### src/rtl/apb_req_arbiter.sv
// apb_req_arbiter
//   Round-robin front end that shares one apb_master command port between
//   NUM_REQ requesters. A winner's RW/ADDR/WDATA are latched, issued as a
//   single-cycle TRANSFER pulse and held until the master's DONE. RDATA/FAIL
//   then go back to the winner together with a one-cycle done strobe.
//   Completions with a non-zero FAIL are counted in a saturating counter.
// Ports
//   PCLK, PRESETn              clock, async active-low reset
//   req_i/rw_i                 per-requester request level and direction
//   addr_i/wdata_i             flattened payload, requester k at [k*W +: W]
//   gnt_o/done_o               one-hot owner / one-hot completion strobe
//   rdata_o/fail_o             result of the last completed transfer
//   busy_o                     arbiter not idle
//   err_cnt_o                  saturating count of failed completions
//   TRANSFER_o/RW_o/ADDR_o/WDATA_o   command to apb_master
//   DONE_i/FAIL_i/RDATA_i      response from apb_master
module apb_req_arbiter #(
  parameter int NUM_REQ    = 4,
  parameter int DATA_WIDTH = 32,
  parameter int ADDR_WIDTH = 32,
  parameter int ERR_WIDTH  = 2,
  parameter int CNT_WIDTH  = 8
) (
  input  logic                           PCLK,
  input  logic                           PRESETn,
  input  logic [NUM_REQ-1:0]             req_i,
  input  logic [NUM_REQ-1:0]             rw_i,
  input  logic [NUM_REQ*ADDR_WIDTH-1:0]  addr_i,
  input  logic [NUM_REQ*DATA_WIDTH-1:0]  wdata_i,
  output logic [NUM_REQ-1:0]             gnt_o,
  output logic [NUM_REQ-1:0]             done_o,
  output logic [DATA_WIDTH-1:0]          rdata_o,
  output logic [ERR_WIDTH-1:0]           fail_o,
  output logic                           busy_o,
  output logic [CNT_WIDTH-1:0]           err_cnt_o,
  output logic                           TRANSFER_o,
  output logic                           RW_o,
  output logic [ADDR_WIDTH-1:0]          ADDR_o,
  output logic [DATA_WIDTH-1:0]          WDATA_o,
  input  logic                           DONE_i,
  input  logic [ERR_WIDTH-1:0]           FAIL_i,
  input  logic [DATA_WIDTH-1:0]          RDATA_i
);

  localparam int IDX_W = $clog2(NUM_REQ);

  typedef enum logic [1:0] {IDLE, ISSUE, WAIT, RESP} state_t;

  state_t                               state;
  logic [IDX_W-1:0]                     last_q;
  logic [IDX_W-1:0]                     win;
  logic [IDX_W-1:0]                     cand;
  logic                                 found;
  logic [NUM_REQ-1:0]                   win_oh;
  // packed views share the flattened layout: element k sits at [k*W +: W]
  logic [NUM_REQ-1:0][ADDR_WIDTH-1:0]   addr_v;
  logic [NUM_REQ-1:0][DATA_WIDTH-1:0]   wdata_v;

  assign addr_v  = addr_i;
  assign wdata_v = wdata_i;

  // Search last+1, last+2, ... so the previous owner is considered last.
  always_comb begin
    win   = '0;
    cand  = '0;
    found = 1'b0;
    for (int i = 1; i <= NUM_REQ; i++) begin
      cand = IDX_W'((int'(last_q) + i) % NUM_REQ);
      if (!found && req_i[cand]) begin
        found = 1'b1;
        win   = cand;
      end
    end
    win_oh      = '0;
    win_oh[win] = 1'b1;
  end

  always_ff @(posedge PCLK or negedge PRESETn) begin
    if (!PRESETn) begin
      state      <= IDLE;
      last_q     <= IDX_W'(NUM_REQ - 1);
      gnt_o      <= '0;
      done_o     <= '0;
      rdata_o    <= '0;
      fail_o     <= '0;
      busy_o     <= 1'b0;
      err_cnt_o  <= '0;
      TRANSFER_o <= 1'b0;
      RW_o       <= 1'b0;
      ADDR_o     <= '0;
      WDATA_o    <= '0;
    end else begin
      case (state)
        IDLE: begin
          if (found) begin
            RW_o       <= rw_i[win];
            ADDR_o     <= addr_v[win];
            WDATA_o    <= wdata_v[win];
            gnt_o      <= win_oh;
            last_q     <= win;
            TRANSFER_o <= 1'b1;
            busy_o     <= 1'b1;
            state      <= ISSUE;
          end
        end
        ISSUE: begin
          TRANSFER_o <= 1'b0;
          state      <= WAIT;
        end
        WAIT: begin
          // DONE_i only matters here; strays in other states are dropped
          if (DONE_i) begin
            rdata_o <= RDATA_i;
            fail_o  <= FAIL_i;
            if ((|FAIL_i) && !(&err_cnt_o))
              err_cnt_o <= err_cnt_o + CNT_WIDTH'(1);
            done_o  <= gnt_o;
            state   <= RESP;
          end
        end
        RESP: begin
          done_o <= '0;
          gnt_o  <= '0;
          busy_o <= 1'b0;
          state  <= IDLE;
        end
        default: state <= IDLE;
      endcase
    end
  end

endmodule
### config.mk
export PLATFORM = sky130hd
export DESIGN_NAME = apb_req_arbiter
export DESIGN_NICKNAME = d
export VERILOG_FILES = /design/src/rtl/apb_req_arbiter.sv
export SDC_FILE = /design/constraint.sdc
export NUM_CORES = 1
export LEC_CHECK = 0
export ABC_AREA = 1
export CAP_MARGIN = 20
export CORE_AREA = 2 2 163 165
export DETAILED_ROUTE_END_ITERATION = 10
export DIE_AREA = 0 0 165 167
export PLACE_DENSITY = 0.67
export SLEW_MARGIN = 20
export SYNTH_ARGS = -nofsm -noshare
export SYNTH_HDL_FRONTEND = slang
export SYNTH_SLANG_ARGS = --single-unit
### constraint.sdc
create_clock -name PCLK -period 2 [get_ports PCLK]
set_input_delay 0.4 -clock PCLK [delete_from_list [all_inputs] [get_ports PCLK]]
set_output_delay 0.4 -clock PCLK [all_outputs]
set_load 0.02 [all_outputs]
==> flow_summary.toml, run 1 <==
[run_status]
outcome = "finished with violations"
failed_checks = "setup timing"

[clock_tree]
clkTransAtPathRegs_ns = 0.07
cts_buffer_depth = 2
cts_root_buf = "clkbuf_16"
cts_inserted_buffers = 17
clock_sinks = 121
clk_latency_ns = 0.42
cts_htree_levels = 4
cts_tree = "yes"

[floorplanning]
die_area_um2 = 27600
top_level_ports = 418
start_util = 0.297
dieWidth_um = 165
fp-row-count = 59
die_h_um = 167
core_area_um2 = 25800

[timing]
tightest_slew_ns = 0.469
min_period_over_period = 1.12
final.min_clock_period_ns = 2.25
rsz0062_at_grt = "yes"
fin_skew_ns = 0.0166
setup_viol = 71
slew_viol_final = 0
relSlewSlack = 0.684
final_hold_viol_count = 0
layout_setup_ws_ns = -0.249
fmax_ghz = 0.445

[critical_path]
rr_worst_depth = 16
crit_type = "flip-flop to flip-flop"
path_max_fanout = 7
critPathLaunchType = "flip-flop"
worstReg2RegStart = "last_q[0]"
arrival_ns = 2.55
end_kind = "flip-flop"
worstReg2RegEnd = "ADDR_o[8]"
cp.required_ns = 2.30
ff2ff_setup_slack_ns = -0.25

[logic_synthesis]
synth_edf_count = 0
yosysTopAreaCell = "nand2_1"
synthesis.area_um2 = 7650
synthCells = 1213
async_flop_share = 1.00
synth.distinct_cells = 25
yosysWarnings = 0
synth.area.top_cells = "nand2_1 39%, dfrtp_1 39%, nand3_1 9.2%"
ys_seq_elements = 121
avgSynthCellArea_um2 = 6.31
ys.flop_type = "dfrtp_1"
synth_top_area_frac = 0.390
seq_area_frac_synth = 0.396
synth_nets = 1520

[cells_and_area]
multi_input_area_um2 = 4240
fin_util = 0.545
drive_gt1_frac = 0.113
syn_to_final_growth_pct = 83.5
nets = 1975
postLayoutCellArea_um2 = 14000
regArea_um2 = 3030
final_common_cell = "nand2_1"
fin_cells = 2018
mostFrequentLayoutCells = "761 x nand2_1, 416 x clkdlybuf4s50_1, 137 x nand3_1"
final.fill_count = 2455

[pwr]
pwr-share-comb = 0.762
power_per_cell_area_nw_per_um2 = 2230
switching_share = 0.483
power_frac_seq = 0.136
p_leak_nw = 7.11
irDropWorstVdd_mv = 1.30
power.total_mw = 31.3
internal_power_mw = 16.2
p_clk_frac = 0.102
p_switching_mw = 15.1

[detailed_routing]
vias = 9475
drt_first_pass_iters = 5
wl_per_cell_um = 17.3
ant_nets = 0
drtIter0Drc = 656
drc = 0
vias_per_cell = 4.70
routed_wl_mm = 34.9

[placed_design]
place_ws_ns = -0.436
gp_congestion = 0.913
place_inst = 1953
hpwlAfterDp_mm = 23.5
placed_cell_area_um2 = 12600
numPortBuffers = 417

[global_routing]
grt_overflow = 0
grt_max_degree = 55
grt_pass1_vias = 9323
grt_use_total = 0.226
grt_first_pass_wirelength_mm = 48.6
antenna_found_initial = 2

[run]
cap_violations = 0

[hold_path]
hold_path.class = "input pin to asynchronous set/reset pin"
## routing by layer
layer / vias to the layer above / wire length [um] / track usage
met3: 75 / 2650 / 0.0590
met4: 0 / 1440 / 0.105
met2: 390 / 16600 / 0.384
met1: 4346 / 14100 / 0.264
met5: - / 0 / 0
li1: 4664 / - / -
## power by group through the flow
stage | registers (mW) | logic, mW | clock network [mW]
floorplan | 5.41 | 10.7 | 0
global placement | 4.24 | 19.3 | 0
detailed placement | 4.25 | 19.4 | 0
CTS | 4.25 | 19.9 | 3.24
global route | 4.38 | 26.2 | 3.36
finish | 4.26 | 23.9 | 3.18
## state kept, by name, indices dropped and copies added (netlist names), 2 cells and up
signal	count
done_o	4
WDATA_o	32
rdata_o	32
state	2
last_q	2
err_cnt_o	8
gnt_o	4
fail_o	2
ADDR_o	32
## cell usage after synthesis, types with 8 or more instances
master,count
clkbuf_1,14
o22ai_1,8
buf_2,34
buf_6,13
o21ai_0,10
nand2_1,794
dfrtp_1,119
buf_1,10
inv_1,20
nand3_1,140
## metrics by stage
stage,hold slack [ns],setup TNS [ns]
after global routing,0.448,-22.78
final,0.436,-12.57
after global placement,0.312,-26.18
after floorplan,0.104,0
after detailed placement,0.316,-28.66
after CTS,0.434,-10.79
## worst max-delay path, stage by stage (launching register included)
cell and delay [ns]:
dfstp_2 0.58, buf_12 0.12, nand2_1 0.09, nand3_1 0.11, nand2_2 0.08, nand2_2 0.10, nand3_2 0.12, nand2_8 0.14
nand2_8 0.10, buf_12 0.16, clkbuf_16 0.16, nand2_1 0.06, nand2_1 0.05, nand2_1 0.08, nand2_1 0.07, nand2_1 0.06
nand2_1 0.04
## timing repair
item,CTS,global route
hold buffers,1,0
cloned,2,19
pin swaps,0,16
setup endpoints to repair,73,76
setup buffers,1,8
gates resized for setup,16,75
hold endpoints to repair,29,0
## worst max-delay path by stage
stage | start | depth (start not counted) | slack, ns | to
after global placement | req_i[1] | 18 | -0.41 | WDATA_o[27]
after detailed placement | req_i[0] | 18 | -0.44 | WDATA_o[27]
final | last_q[0] | 16 | -0.25 | ADDR_o[8]
after CTS | last_q[0] | 16 | -0.19 | ADDR_o[18]
after floorplan | last_q[0] | 18 | 0.02 | WDATA_o[11]
after global routing | last_q[0] | 17 | -0.37 | WDATA_o[1]
## cell families after synthesis
family	after synthesis	synth area share
simple gates	952	0.497
flops	121	0.396
buf+inv	106	0.0738
compound gates	21	0.0154
xor+xnor	7	0.00802
fa+ha+maj	6	0.00981
## layout make-up
cell class | instances | area share
Tap cell | 335 | 0.0299
Inverter | 28 | 0.00891
Timing Repair Buffer | 514 | 0.400
Clock buffer | 18 | 0.0313
Clock inverter | 14 | 0.0114
Antenna cell | 2 | 0.000357
Sequential cell | 121 | 0.216
Multi-Input combinational cell | 986 | 0.302
Note: power is estimated with default switching activity, not from simulation.
==> inputs of run 2 (changes only) <==
--- a/config.mk
+++ b/config.mk
@@ -7,10 +7,10 @@
 export LEC_CHECK = 0
 export ABC_AREA = 1
 export CAP_MARGIN = 20
-export CORE_AREA = 2 2 163 165
+export CORE_AREA = 2 2 160 162
 export DETAILED_ROUTE_END_ITERATION = 10
-export DIE_AREA = 0 0 165 167
-export PLACE_DENSITY = 0.67
+export DIE_AREA = 0 0 162 164
+export DONT_BUFFER_PORTS = 1
 export SLEW_MARGIN = 20
 export SYNTH_ARGS = -nofsm -noshare
 export SYNTH_HDL_FRONTEND = slang
==> constraint.sdc (replaced) <==
create_clock -name PCLK -period 2 [get_ports PCLK]
set_input_delay 0.3 -clock PCLK [delete_from_list [all_inputs] [get_ports PCLK]]
set_output_delay 0.3 -clock PCLK [all_outputs]
set_load 0.02 [all_outputs]
==> flow_summary.toml, run 2 (synthesis results as in run 1) <==
[run_status]
outcome = "finished with violations"
failed_checks = "hold timing, setup timing"

[clock_tree]
clk_latency_ns = 0.42
clock_sinks = 121
cts_root_buf = "clkbuf_16"
cts_tree = "yes"
cts_buffer_depth = 2
cts_htree_levels = 4
cts_inserted_buffers = 17
clkTransAtPathRegs_ns = 0.07
postCtsHoldBufs = 31

[cells_and_area]
top_regs = "ADDR_o: 32 flops, WDATA_o: 32 flops, rdata_o: 32 flops"
multi_input_area_um2 = 4250
syn_to_final_growth_pct = 26.6
nets = 1559
final.fill_count = 2626
mostFrequentLayoutCells = "765 x nand2_1, 131 x nand3_1, 119 x dfrtp_1"
postLayoutCellArea_um2 = 9680
fin_util = 0.390
fin_cells = 1596
final_common_cell = "nand2_1"
drive_gt1_frac = 0.129
regArea_um2 = 3030

[global_routing]
grt_pass1_vias = 7612
grt_first_pass_wirelength_mm = 41.2
grt_use_total = 0.203
grt_max_degree = 122
antenna_found_initial = 2
grt_overflow = 0

[placed_design]
numPortBuffers = 0
place_inst = 1516
placed_cell_area_um2 = 8250
place_ws_ns = -0.211
hpwlAfterDp_mm = 20.1
gp_congestion = 0.861

[timing]
relSlewSlack = 0.703
fin_skew_ns = 0.0119
min_period_over_period = 1.08
layout_setup_ws_ns = -0.158
setup_viol = 69
fmax_ghz = 0.463
hold-worst-slack_ns = -0.431
tightest_slew_ns = 0.441
final.min_clock_period_ns = 2.16
rsz0062_at_grt = "yes"
final_hold_viol_count = 121
slew_viol_final = 0

[floorplanning]
fp-row-count = 58
dieWidth_um = 162
core_area_um2 = 24800
die_h_um = 164
top_level_ports = 418
die_area_um2 = 26600
start_util = 0.308

[detailed_routing]
drc = 0
vias = 7787
vias_per_cell = 4.88
ant_nets = 0
routed_wl_mm = 28.7
drtIter0Drc = 454
drt_first_pass_iters = 7
wl_per_cell_um = 18.0

[hold_path]
hold_path.class = "input pin to asynchronous set/reset pin"

[critical_path]
arrival_ns = 2.47
ff2ff_setup_slack_ns = -0.16
cp.required_ns = 2.31
path_max_fanout = 16
crit_type = "flip-flop to flip-flop"
critPathLaunchType = "flip-flop"
end_kind = "flip-flop"

[run]
cap_violations = 0

[pwr]
irDropWorstVdd_mv = 1.28
power_per_cell_area_nw_per_um2 = 2690
p_leak_nw = 5.39
power.total_mw = 26.0
[run 2: what timing repair did]
item | 4_1_cts | 5_1_grt
resized for setup | 44 | 36
setup endpoints to repair | 73 | 76
setup buffers | 7 | 3
pin swaps | 9 | 10
cloned | 3 | 3
endpoints found under the hold margin | 152 | 121
[run 2: worst max-delay path, cell delays in order, from the launching register on]
cell and delay [ns]:
dfstp_2 0.62, inv_4 0.08, nand2_2 0.08, nand2_2 0.06, nand2_1 0.08, nand2_2 0.07
nand2_1 0.08, nand2_1 0.06, nand2_2 0.09, nand2_4 0.10, buf_8 0.17, buf_12 0.15
nand3_1 0.07, nand2_1 0.06, nand2_1 0.07, nand2_1 0.07, nand2_1 0.07, nand2_1 0.05
[run 2: worst paths after layout]
kind                               from      endpoint  cells after the start
max                           last_q[0]   WDATA_o[23]                     17
min                             PRESETn  err_cnt_o[4]                      0
max reg2reg                   last_q[0]   WDATA_o[23]                     17
min reg2reg                err_cnt_o[1]  err_cnt_o[1]                      3
max in group asynchronous       PRESETn     last_q[0]                      0
min in group PCLK            RDATA_i[4]    rdata_o[4]                      2
[run 2: routing by layer]
metal	global-route usage	vias up	wire length, um
li1	-	3825	-
met1	0.230	3556	11600
met2	0.355	347	13900
met3	0.0649	59	2260
met4	0.0849	0	992
met5	0	-	0
[run 2: area by class of cell]
class,instances,area share
Antenna cell,1,0.000258
Multi-Input combinational cell,986,0.439
Clock inverter,14,0.0189
Timing Repair Buffer,98,0.129
Tap cell,330,0.0426
Inverter,28,0.0119
Sequential cell,121,0.313
Clock buffer,18,0.0453
[run 2: power breakdown]
part | total [mW] | switching (mW) | internal (mW)
registers | 5.73 | 2.16 | 3.57
logic | 16.9 | 10.2 | 6.73
clock network | 3.37 | 1.34 | 2.03
[run 2: through the flow]
step                setup TNS [ns]  hold slack [ns]
floorplan                        0          0.00441
global placement             -6.75          0.00663
detailed placement          -11.53          0.00660
CTS                          -6.80           -0.451
global route                -18.89           -0.460
finish                       -7.53           -0.431
